File: src/rtl/ysyx_22050598_cache_tag_ctrl_pkg.sv
// Shared constants for the cache tag/valid controller: state encoding and address field layout.
package ysyx_22050598_cache_tag_ctrl_pkg;
    localparam int TAG_LSB        = 10;
    localparam int IDX_LSB        = 4;
    localparam int IDX_W          = 6;
    localparam int OFF_W          = 4;
    localparam int VALID_BIT      = 54;
    localparam int BEATS_PER_LINE = 2;
    localparam int INV_CNT_W      = 7;

    typedef enum logic [2:0] {
        S_IDLE, S_LOOKUP, S_MREQ, S_MDATA, S_RESP, S_INV
    } state_e;
endpackage

File: src/rtl/ysyx_22050598_cache_tag_ctrl_if.sv
// Bus bundle between the tag controller (master) and CPU port, tag/valid array, data array and refill bus.
interface ysyx_22050598_cache_tag_ctrl_if #(
    parameter int AW = 64,
    parameter int DW = 55,
    parameter int IW = 6
);
    logic          req_valid, req_ready, inv_req;
    logic [AW-1:0] req_addr;
    logic          resp_valid, resp_hit;
    logic          tv_wen;
    logic [IW-1:0] tv_set_index;
    logic [DW-1:0] tv_data_w, tv_data_r;
    logic          mem_req_valid, mem_req_ready, mem_rvalid;
    logic [AW-1:0] mem_req_addr;
    logic [63:0]   mem_rdata;
    logic          data_wen, data_beat;
    logic [63:0]   data_w;

    modport master (
        input  req_valid, req_addr, inv_req, tv_data_r, mem_req_ready, mem_rvalid, mem_rdata,
        output req_ready, resp_valid, resp_hit, tv_wen, tv_set_index, tv_data_w,
               mem_req_valid, mem_req_addr, data_wen, data_beat, data_w
    );
    modport slave (
        output req_valid, req_addr, inv_req, tv_data_r, mem_req_ready, mem_rvalid, mem_rdata,
        input  req_ready, resp_valid, resp_hit, tv_wen, tv_set_index, tv_data_w,
               mem_req_valid, mem_req_addr, data_wen, data_beat, data_w
    );
endinterface

File: src/rtl/ysyx_22050598_cache_tag_cmp.sv
// Combinational tag/valid entry compare; shared between I-cache and D-cache controllers.
module ysyx_22050598_cache_tag_cmp
    import ysyx_22050598_cache_tag_ctrl_pkg::*;
(
    input  logic [VALID_BIT:0]   entry_i,
    input  logic [VALID_BIT-1:0] tag_i,
    output logic                 hit_o
);
    assign hit_o = entry_i[VALID_BIT] & (entry_i[VALID_BIT-1:0] == tag_i);
endmodule

File: src/rtl/ysyx_22050598_cache_tag_ctrl.sv
// Cache tag/valid controller: lookup, two-beat line refill and full invalidation sweep.
// Optional hit/miss counters when YSYX_22050598_CACHE_PERF_CNT_EN is defined.
module ysyx_22050598_cache_tag_ctrl
    import ysyx_22050598_cache_tag_ctrl_pkg::*;
#(
    parameter int AW = 64,
    parameter int DW = 55,
    parameter int DP = 64
) (
    input  logic clk,
    input  logic rst,
`ifdef YSYX_22050598_CACHE_PERF_CNT_EN
    output logic [63:0] perf_hit_cnt,
    output logic [63:0] perf_miss_cnt,
`endif
    ysyx_22050598_cache_tag_ctrl_if.master bus
);
    localparam int TW = AW - TAG_LSB;
    localparam int LW = AW - IDX_LSB;

    state_e                state_q;
    logic [LW-1:0]         line_q;
    logic                  beat_q;
    logic [INV_CNT_W-1:0]  inv_cnt_q;
    logic                  inv_pend_q;
    logic                  req_ready_q, resp_valid_q, resp_hit_q, mem_req_valid_q;

    logic [TW-1:0]    tag;
    logic [IDX_W-1:0] idx;
    logic [DW-1:0]    fill_entry;
    logic             hit, beat_fire, last_beat, inv_any, in_inv;
    logic             unused_off;

    assign tag        = line_q[LW-1:TAG_LSB-IDX_LSB];
    assign idx        = line_q[IDX_W-1:0];
    assign fill_entry = {1'b1, tag};
    assign beat_fire  = (state_q == S_MDATA) & bus.mem_rvalid;
    assign last_beat  = (beat_q == 1'(BEATS_PER_LINE - 1));
    assign inv_any    = bus.inv_req | inv_pend_q;
    assign in_inv     = (state_q == S_INV);
    assign unused_off = ^bus.req_addr[OFF_W-1:0];

    ysyx_22050598_cache_tag_cmp u_cmp (
        .entry_i (bus.tv_data_r),
        .tag_i   (tag),
        .hit_o   (hit)
    );

    always_ff @(posedge clk) begin
        if (!rst) begin
            state_q         <= S_IDLE;
            line_q          <= '0;
            beat_q          <= 1'b0;
            inv_cnt_q       <= '0;
            inv_pend_q      <= 1'b0;
            req_ready_q     <= 1'b1;
            resp_valid_q    <= 1'b0;
            resp_hit_q      <= 1'b0;
            mem_req_valid_q <= 1'b0;
        end else begin
            // Invalidations arriving while busy are remembered, not dropped
            if (bus.inv_req && state_q != S_IDLE) inv_pend_q <= 1'b1;
            unique case (state_q)
                S_IDLE: begin
                    if (inv_any) begin
                        state_q     <= S_INV;
                        inv_pend_q  <= 1'b0;
                        inv_cnt_q   <= '0;
                        req_ready_q <= 1'b0;
                    end else if (bus.req_valid && req_ready_q) begin
                        state_q     <= S_LOOKUP;
                        line_q      <= bus.req_addr[AW-1:IDX_LSB];
                        req_ready_q <= 1'b0;
                    end
                end
                S_LOOKUP: begin
                    if (hit) begin
                        state_q      <= S_RESP;
                        resp_valid_q <= 1'b1;
                        resp_hit_q   <= 1'b1;
                    end else begin
                        state_q         <= S_MREQ;
                        mem_req_valid_q <= 1'b1;
                    end
                end
                S_MREQ: begin
                    if (bus.mem_req_ready) begin
                        state_q         <= S_MDATA;
                        mem_req_valid_q <= 1'b0;
                        beat_q          <= 1'b0;
                    end
                end
                S_MDATA: begin
                    if (beat_fire) begin
                        beat_q <= beat_q + 1'b1;
                        if (last_beat) begin
                            state_q      <= S_RESP;
                            resp_valid_q <= 1'b1;
                            resp_hit_q   <= 1'b0;
                        end
                    end
                end
                S_RESP: begin
                    state_q      <= S_IDLE;
                    resp_valid_q <= 1'b0;
                    resp_hit_q   <= 1'b0;
                    // Hold off new requests so a pending sweep goes first
                    req_ready_q  <= ~(inv_pend_q | bus.inv_req);
                end
                S_INV: begin
                    if (inv_cnt_q == INV_CNT_W'(DP - 1)) begin
                        state_q     <= S_IDLE;
                        inv_cnt_q   <= '0;
                        req_ready_q <= ~(inv_pend_q | bus.inv_req);
                    end else begin
                        inv_cnt_q <= inv_cnt_q + 7'd1;
                    end
                end
                default: state_q <= S_IDLE;
            endcase
        end
    end

    assign bus.req_ready     = req_ready_q;
    assign bus.resp_valid    = resp_valid_q;
    assign bus.resp_hit      = resp_hit_q;
    assign bus.mem_req_valid = mem_req_valid_q;
    assign bus.mem_req_addr  = {line_q, {IDX_LSB{1'b0}}};
    assign bus.tv_wen        = in_inv | (beat_fire & last_beat);
    assign bus.tv_set_index  = in_inv ? inv_cnt_q[IDX_W-1:0] : idx;
    assign bus.tv_data_w     = (state_q == S_MDATA) ? fill_entry : '0;
    assign bus.data_wen      = beat_fire;
    assign bus.data_beat     = beat_fire & beat_q;
    assign bus.data_w        = beat_fire ? bus.mem_rdata : '0;

`ifdef YSYX_22050598_CACHE_PERF_CNT_EN
    logic [63:0] hit_cnt_q, miss_cnt_q;

    always_ff @(posedge clk) begin
        if (!rst) begin
            hit_cnt_q  <= '0;
            miss_cnt_q <= '0;
        end else if (resp_valid_q) begin
            if (resp_hit_q) begin
                if (~&hit_cnt_q) hit_cnt_q <= hit_cnt_q + 64'd1;
            end else begin
                if (~&miss_cnt_q) miss_cnt_q <= miss_cnt_q + 64'd1;
            end
        end
    end

    assign perf_hit_cnt  = hit_cnt_q;
    assign perf_miss_cnt = miss_cnt_q;
`endif
endmodule

File: src/flat_wrapper.sv
// flat-port wrapper written by rule: the top's interface ports become plain ports
module ysyx_22050598_cache_tag_ctrl_flat import ysyx_22050598_cache_tag_ctrl_pkg::*;
#(
    parameter int AW = 64,
    parameter int DW = 55,
    parameter int DP = 64
)
  (clk, rst, bus_req_valid, bus_req_addr, bus_inv_req, bus_tv_data_r, bus_mem_req_ready, bus_mem_rvalid, bus_mem_rdata, bus_req_ready, bus_resp_valid, bus_resp_hit, bus_tv_wen, bus_tv_set_index, bus_tv_data_w, bus_mem_req_valid, bus_mem_req_addr, bus_data_wen, bus_data_beat, bus_data_w);
  ysyx_22050598_cache_tag_ctrl_if #(.AW(AW), .DW(DW)) bus_i ();
  input  logic clk;
  input  logic rst;
  input wire logic [$bits(bus_i.req_valid)-1:0] bus_req_valid;
  input wire logic [$bits(bus_i.req_addr)-1:0] bus_req_addr;
  input wire logic [$bits(bus_i.inv_req)-1:0] bus_inv_req;
  input wire logic [$bits(bus_i.tv_data_r)-1:0] bus_tv_data_r;
  input wire logic [$bits(bus_i.mem_req_ready)-1:0] bus_mem_req_ready;
  input wire logic [$bits(bus_i.mem_rvalid)-1:0] bus_mem_rvalid;
  input wire logic [$bits(bus_i.mem_rdata)-1:0] bus_mem_rdata;
  output wire logic [$bits(bus_i.req_ready)-1:0] bus_req_ready;
  output wire logic [$bits(bus_i.resp_valid)-1:0] bus_resp_valid;
  output wire logic [$bits(bus_i.resp_hit)-1:0] bus_resp_hit;
  output wire logic [$bits(bus_i.tv_wen)-1:0] bus_tv_wen;
  output wire logic [$bits(bus_i.tv_set_index)-1:0] bus_tv_set_index;
  output wire logic [$bits(bus_i.tv_data_w)-1:0] bus_tv_data_w;
  output wire logic [$bits(bus_i.mem_req_valid)-1:0] bus_mem_req_valid;
  output wire logic [$bits(bus_i.mem_req_addr)-1:0] bus_mem_req_addr;
  output wire logic [$bits(bus_i.data_wen)-1:0] bus_data_wen;
  output wire logic [$bits(bus_i.data_beat)-1:0] bus_data_beat;
  output wire logic [$bits(bus_i.data_w)-1:0] bus_data_w;
  assign bus_i.req_valid = bus_req_valid;
  assign bus_i.req_addr = bus_req_addr;
  assign bus_i.inv_req = bus_inv_req;
  assign bus_i.tv_data_r = bus_tv_data_r;
  assign bus_i.mem_req_ready = bus_mem_req_ready;
  assign bus_i.mem_rvalid = bus_mem_rvalid;
  assign bus_i.mem_rdata = bus_mem_rdata;
  assign bus_req_ready = bus_i.req_ready;
  assign bus_resp_valid = bus_i.resp_valid;
  assign bus_resp_hit = bus_i.resp_hit;
  assign bus_tv_wen = bus_i.tv_wen;
  assign bus_tv_set_index = bus_i.tv_set_index;
  assign bus_tv_data_w = bus_i.tv_data_w;
  assign bus_mem_req_valid = bus_i.mem_req_valid;
  assign bus_mem_req_addr = bus_i.mem_req_addr;
  assign bus_data_wen = bus_i.data_wen;
  assign bus_data_beat = bus_i.data_beat;
  assign bus_data_w = bus_i.data_w;
  ysyx_22050598_cache_tag_ctrl #(.AW(AW), .DW(DW), .DP(DP)) u_core (.clk(clk), .rst(rst), .bus(bus_i));
endmodule
File: config.mk
export PLATFORM = sky130hd
export DESIGN_NAME = ysyx_22050598_cache_tag_ctrl_flat
export DESIGN_NICKNAME = d
export VERILOG_FILES = /design/src/rtl/ysyx_22050598_cache_tag_ctrl_pkg.sv /design/src/rtl/ysyx_22050598_cache_tag_ctrl_if.sv /design/src/rtl/ysyx_22050598_cache_tag_cmp.sv /design/src/rtl/ysyx_22050598_cache_tag_ctrl.sv /design/src/flat_wrapper.sv
export SDC_FILE = /design/constraint.sdc
export NUM_CORES = 1
export LEC_CHECK = 0
export ABC_AREA = 0
export BUFFER_PORTS_ARGS = -buffer_cell sky130_fd_sc_hd__clkbuf_2
export CORE_AREA = 3 3 149 151
export DETAILED_ROUTE_END_ITERATION = 16
export DIE_AREA = 0 0 152 154
export HOLD_SLACK_MARGIN = 0.02
export SYNTH_ARGS = -nofsm -noshare
export SYNTH_HDL_FRONTEND = slang
export SYNTH_HIERARCHICAL = 1
export SYNTH_SLANG_ARGS = --single-unit
File: constraint.sdc
create_clock -name clk -period 3.23 [get_ports clk]
set_input_delay 0 -clock clk [delete_from_list [all_inputs] [get_ports clk]]
set_output_delay 0 -clock clk [all_outputs]
set_load 0.005 [all_outputs]
==> run summary, run 1 <==
Row count -> 53
Die height -> 154 um
VDD IR max -> 0.260 mV
Grt total ovfl -> 0
Post-place setup slack -> 0.511 ns
Delay-heaviest family, CP -> simple AND/OR/NAND/NOR gates
Layout cells sized above 1 -> 39.5%
PwrDens -> 457 mW/mm^2
DR vias/cell -> 4.46
Largest net degree at the start of global routing -> 74
M1 wire length -> 8530 um
Run status -> completed
Ys async rst share -> 0%
Clk Tree Root Cell -> clkbuf_16
Switch Pwr -> 1.22 mW
Final WS setup -> 0.539 ns
Placed Area -> 0.00661 mm^2
Gate power share -> 31.4%
Longest Clk Path Bufs -> 2
CTS tree -> done
Critical Path RT -> 3.47 ns
WHS Path Cells -> 5
Min-Delay Path Class -> in2reg
WP buf/inv -> 0
GPL Wtd Cong -> 0.860
DRT Pass-1 Iters -> 5
Netlist Area Pre-Place -> 0.00456 mm^2
Worst Skew -> 0.00918 ns
All-Layer GR Usage -> 16.9%
Number of synthesized flops with an enable pin -> 0
# nets final -> 1227
Port Buf Inserts -> 376
CTS buffer count -> 9
Worst setup EP type -> register
FMAX -> 0.372 GHz
Internal power -> 2.24 mW
Mean Syn Cell Area -> 7.27 um^2
Commonest register cell after synthesis -> dfxtp_1
RSZ-0062 raised after global routing -> false
Register area share after synthesis -> 33.4%
Clk slew on worst S/H paths -> 0.06 ns
Final worst-path cycle share -> 83.3%
Switching Share -> 35.3%
Final Setup Violations -> 0
Syn. warnings -> 6
Clk Latency, worst-skew pair -> 0.34 ns
Max-cap violations -> 0
Worst Setup Start Kind -> register
CP Cell Sequence -> xnor2_1 > nand4_1 > nor4_1 > nand4_1 > nor4_2 > o21ai_0 > a21oi_1 > nor2_1 > a211oi_1
Final hold viol count -> 0
HP Start -> bus_req_valid
Drt drc -> 0
WHS Endpoint -> u_core/state_q[0]
I/O Pins -> 385
Antenna cells -> 0
Vias post-DR -> 5880
Relative slew margins -> 37.5%
# clock sinks -> 76
R2R Setup Slk -> 0.54 ns
Critical R2R Launch -> u_core/line_q[52]
Clock power frac -> 32.2%
Gate count of the mapped netlist -> 627
Max Fanout on Critical Path -> 4
Post-synthesis cell type count -> 50
Core area -> 0.0210 mm^2
R2R cell count -> 9
Crit path kind -> reg2reg
Fin. max-slew vios -> 0
# resized after CTS -> 0
DRT iter0 DRCs -> 410
Static leakage -> 3.91 nW
Die ar. -> 0.0234 mm^2
Max incr delay on CP -> 0.52 ns
Top sig layer -> met4
Initial antenna violation count -> 0
Crit path time final -> 2.69 ns
Detailed Place HPWL -> 16500 um
Met3 Wirelength -> 1500 um
CP max-delay cell -> nor4_2
Setup TNS -> 0 ns
Postcts setup bufs -> 0
First-pass GRT wire length -> 31300 um
H-Tree Depth -> 3
RR Endpoint -> u_core/bus.resp_valid
Measured slew at the worst slew-check pin -> 0.935 ns
Final ANT Viol Nets -> 0
Vias in the first global route -> 5368
CP most frequent cell -> nand4_1
Area grow syn2layout -> 66.3%
Seq pwr share -> 36.4%
Finished Cell Area -> 0.00758 mm^2
Hold Buf Count CTS -> 64
CP Data Arrival Time -> 2.93 ns
Metal2 WL -> 11000 um
Initial core utilization -> 21.7%
Die width -> 152 um
Yosys reg bits -> 76
Final wirelength -> 21300 um
Routed wire length per instance -> 16.1 um
[cell type report]
class / instances / area [um^2]
Fill cell: 2225 / 13400
Multi-Input combinational cell: 487 / 2740
Clock buffer: 10 / 239
Clock inverter: 6 / 87.6
Sequential cell: 76 / 1520
Inverter: 16 / 60.1
Timing Repair Buffer: 447 / 2590
Tap cell: 275 / 344
[sequential cells by signal, summed over array words and instances (netlist names)]
name	count
u_core/state_q	3
u_core/bus.mem_req_valid	1
u_core/inv_pend_q	1
u_core/bus.resp_hit	1
u_core/bus.resp_valid	1
u_core/inv_cnt_q	7
u_core/bus.req_ready	1
u_core/line_q	60
u_core/beat_q	1
[worst reg2reg max path: stages, from the launching register on]
cell and delay, ns:
dfxtp_1 0.34, xnor2_1 0.42, nand4_1 0.20, nor4_1 0.28
nand4_1 0.22, nor4_2 0.52, o21ai_0 0.19, a21oi_1 0.19
nor2_1 0.07, a211oi_1 0.19
[power groups by stage]
| stage | Clock [mW] | Combinational, mW | Sequential (mW) |
|---|---|---|---|
| finish | 1.11 | 1.09 | 1.26 |
| global route | 1.18 | 1.20 | 1.28 |
| CTS | 1.15 | 1.10 | 1.26 |
| detailed placement | 0 | 1.02 | 1.28 |
| global placement | 0 | 1.02 | 1.27 |
| floorplan | 0 | 0.670 | 1.18 |
[worst max-delay path by stage]
stage / from / to / slack (ns) / cells after the start
global placement: u_core/line_q[52] / u_core/bus.resp_valid / 0.55 / 9
detailed placement: u_core/line_q[52] / u_core/state_q[2] / 0.51 / 9
floorplan: u_core/line_q[43] / u_core/bus.resp_valid / 1.40 / 9
global route: u_core/line_q[52] / u_core/bus.resp_valid / 0.33 / 9
CTS: u_core/line_q[52] / u_core/bus.resp_valid / 0.47 / 9
finish: u_core/line_q[52] / u_core/bus.resp_valid / 0.54 / 9
[synthesized netlist by cell type (2+ instances only)]
cell | instances | share of area, %
nand2_1 | 152 | 13
dfxtp_1 | 76 | 33
a21oi_1 | 72 | 7.9
and3_1 | 65 | 8.9
and2_1 | 57 | 7.8
clkbuf_1 | 29 | 2.4
xor2_1 | 25 | 4.8
xnor2_1 | 20 | 3.8
inv_1 | 15 | 1.2
o21ai_0 | 15 | 1.6
buf_4 | 14 | 2.3
nand4_1 | 9 | 1.2
nor2_1 | 9 | 0.74
clkbuf_2 | 6 | 0.66
nor4_1 | 6 | 0.82
nand3_1 | 5 | 0.55
nand2b_1 | 4 | 0.55
nor3_1 | 4 | 0.44
a221oi_1 | 3 | 0.58
nor4_2 | 3 | 0.82
o31ai_1 | 3 | 0.49
or2_2 | 3 | 0.41
a31oi_1 | 2 | 0.27
buf_2 | 2 | 0.22
o22ai_1 | 2 | 0.27
o2bb2ai_1 | 2 | 0.38
[layer usage]
metal,global-route usage (%),vias to the layer above
met3,3.21,17
li1,-,2914
met2,30.4,276
met1,20.8,2673
met4,3.98,0
met5,0,-
[stage by stage]
stage | power, mW | hold slack, ns | std cells | utilization, %
2_1_floorplan | 1.85 | 0.136 | 630 | -
3_3_place_gp | 2.29 | 0.225 | 1237 | 31.5
3_5_place_dp | 2.30 | 0.227 | 1237 | 31.5
4_1_cts | 3.51 | 0.204 | 1317 | 36.2
5_1_grt | 3.67 | 0.261 | 1317 | 36.2
6_report | 3.46 | 0.221 | 1317 | 36.2
[kinds of logic (layout without fill, tap and decap cells)]
kind of cell,count (synthesis),in the layout,share of synthesized area (%)
simple gates,326,326,36.8
compound gates,111,111,13.9
flops,76,76,33.4
buf+inv,67,479,6.89
xor+xnor,45,45,8.65
fa+ha+maj,1,1,0.275
other cells,1,4,0.0823
[cells in the final DEF (no fill, tap or decap), types with 15 or more instances in the layout]
cell / synthesis / layout
inv_1: 15 / 15
xor2_1: 25 / 25
and3_1: 65 / 65
and2_1: 57 / 57
o21ai_0: 15 / 15
xnor2_1: 20 / 20
dlygate4sd3_1: 0 / 64
nand2_1: 152 / 152
clkbuf_2: 6 / 376
dfxtp_1: 76 / 76
a21oi_1: 72 / 72
Note: power is estimated with default switching activity, not from simulation.
==> run 2: changes to the inputs <==
- CORE_AREA: 3 3 149 151 -> 3 3 150 152
- DIE_AREA: 0 0 152 154 -> 0 0 153 155
- clock period: 3.23 -> 2.7 ns (I/O delays scaled with it)
==> run 2 against run 1 <==
Sequential share of layout area decreased by 0.18 points. Hold slack lost 0.16 ns. Critical path depth up 1. Register-to-register slack worse by 0.28 ns. Clock power is 26% higher. Die area increased by 1.3%. Setup slack got worse by 0.28 ns. Sequential power grew 17%. Combinational power rose by 24%. Non-clock buffer count is 4 higher. Final cell count is 0.30% higher. First-iteration DRC count is 3.9% lower. Critical path type unchanged. Largest power group unchanged. Highest routed layer unchanged.
==> run summary, run 2 (synthesized netlist as in run 1, its figures left out) <==
Postcts setup bufs -> 0
Worst setup EP type -> register
Clk Tree Root Cell -> clkbuf_16
All-Layer GR Usage -> 16.6%
Relative slew margins -> 49.0%
Worst Setup Start Kind -> register
Min-Delay Path Class -> in2reg
Most frequent cells in the layout -> clkbuf_2 (376), nand2_1 (152), dfxtp_1 (76)
Routed wire length per instance -> 15.8 um
Die height -> 155 um
Grt total ovfl -> 0
CTS buffer count -> 9
Commonest non-fill, non-tap cell in the layout -> clkbuf_2
Layout cells sized above 1 -> 39.8%
FMAX -> 0.409 GHz
Initial antenna violation count -> 1
# nets final -> 1231
Crit path time final -> 2.44 ns
Final wirelength -> 20900 um
Clk Latency, worst-skew pair -> 0.33 ns
Biggest regs -> u_core/line_q x60, u_core/inv_cnt_q x7, u_core/state_q x3
GPL Wtd Cong -> 0.897
Largest net degree at the start of global routing -> 122
Final Setup Violations -> 0
Vias post-DR -> 5877
Worst Skew -> 0.00676 ns
Core area -> 0.0212 mm^2
Die ar. -> 0.0237 mm^2
CP Data Arrival Time -> 2.69 ns
I/O Pins -> 385
VDD IR max -> 0.315 mV
Biggest register -> u_core/line_q
Setup TNS -> 0 ns
Crit path kind -> reg2reg
Detailed Place HPWL -> 16000 um
Max reg flops -> 60
Hold slack -> 0.0622 ns
Clk slew on worst S/H paths -> 0.06 ns
H-Tree Depth -> 3
DRT iter0 DRCs -> 394
Initial core utilization -> 21.5%
Measured slew at the worst slew-check pin -> 0.765 ns
Hold Buf Count CTS -> 63
First-pass GRT wire length -> 31400 um
Max-cap violations -> 0
Run status -> completed
Critical Path RT -> 2.95 ns
# clock sinks -> 76
# resized after CTS -> 0
Static leakage -> 3.96 nW
Final worst-path cycle share -> 90.5%
DRT Pass-1 Iters -> 5
Port Buf Inserts -> 376
PwrDens -> 553 mW/mm^2
Fin. max-slew vios -> 0
Longest Clk Path Bufs -> 2
Max Fanout on Critical Path -> 4
Drt drc -> 0
Row count -> 53
Die width -> 153 um
Area grow syn2layout -> 67.8%
CTS tree -> done
Final ANT Viol Nets -> 0
DR vias/cell -> 4.45
Vias in the first global route -> 5661
Final hold viol count -> 0
RSZ-0062 raised after global routing -> false
-- run 2: cell count changes in the layout (fill, tap and decap cells not counted), sizes merged --
cell / before / now
buf: 7 / 12
clkinv: 1 / 2
dlygate4sd3: 64 / 63
clkinvlp: 3 / 0
bufinv: 2 / 3
diode: 0 / 1
-- run 2: layer usage --
layer  track usage [%]  routed length [um]  vias up
met5                 0                   0        -
met4              5.73                 562        0
met3              3.59                1490       26
met2              29.5               10600      263
met1              19.9                8270     2665
li1                  -                   -     2923
-- run 2: worst max-delay path: stages, from the launching register on --
cell and delay [ns]:
dfxtp_1 0.34, xnor2_1 0.26, nand4_1 0.16, nor4_1 0.41
nand4_1 0.21, nor4_2 0.29, buf_4 0.17, o21ai_0 0.09
a21oi_1 0.17, nor2_1 0.06, a211oi_1 0.21
-- run 2: layout make-up --
class | count | area [um^2]
sequential | 76 | 1520
multi-input combinational | 487 | 2740
tap | 275 | 344
timing repair buffer | 451 | 2640
clock inverter | 5 | 100
antenna | 1 | 2.50
fill | 2251 | 13500
inverter | 16 | 60.1
clock buffer | 10 | 239
-- run 2: through the flow --
step | total power [mW] | cells | cell area (um^2) | worst slack (ns) | util, %
detailed placement | 2.77 | 1242 | 6670 | 0.278 | 31.5
floorplan | 2.21 | 630 | 4570 | 0.870 | -
global placement | 2.77 | 1242 | 6670 | 0.328 | 31.5
finish | 4.23 | 1321 | 7640 | 0.257 | 36.1
CTS | 4.28 | 1320 | 7640 | 0.259 | 36.1
global route | 4.49 | 1321 | 7640 | 0.0251 | 36.1
-- run 2: path summary, 6_finish.rpt --
| path | startpoint | to | slack, ns | cells after the start |
|---|---|---|---|---|
| max | u_core/line_q[58] | u_core/bus.resp_valid | 0.26 | 10 |
| min | bus_req_valid | u_core/bus.req_ready | 0.06 | 4 |
| max reg2reg | u_core/line_q[58] | u_core/bus.resp_valid | 0.26 | 10 |
| min reg2reg | u_core/inv_cnt_q[6] | u_core/inv_cnt_q[6] | 0.42 | 2 |
-- run 2: where the power goes --
group,internal (mW),switching (mW)
clock network,0.920,0.482
registers,1.26,0.213
logic,0.599,0.750
total,2.78,1.44
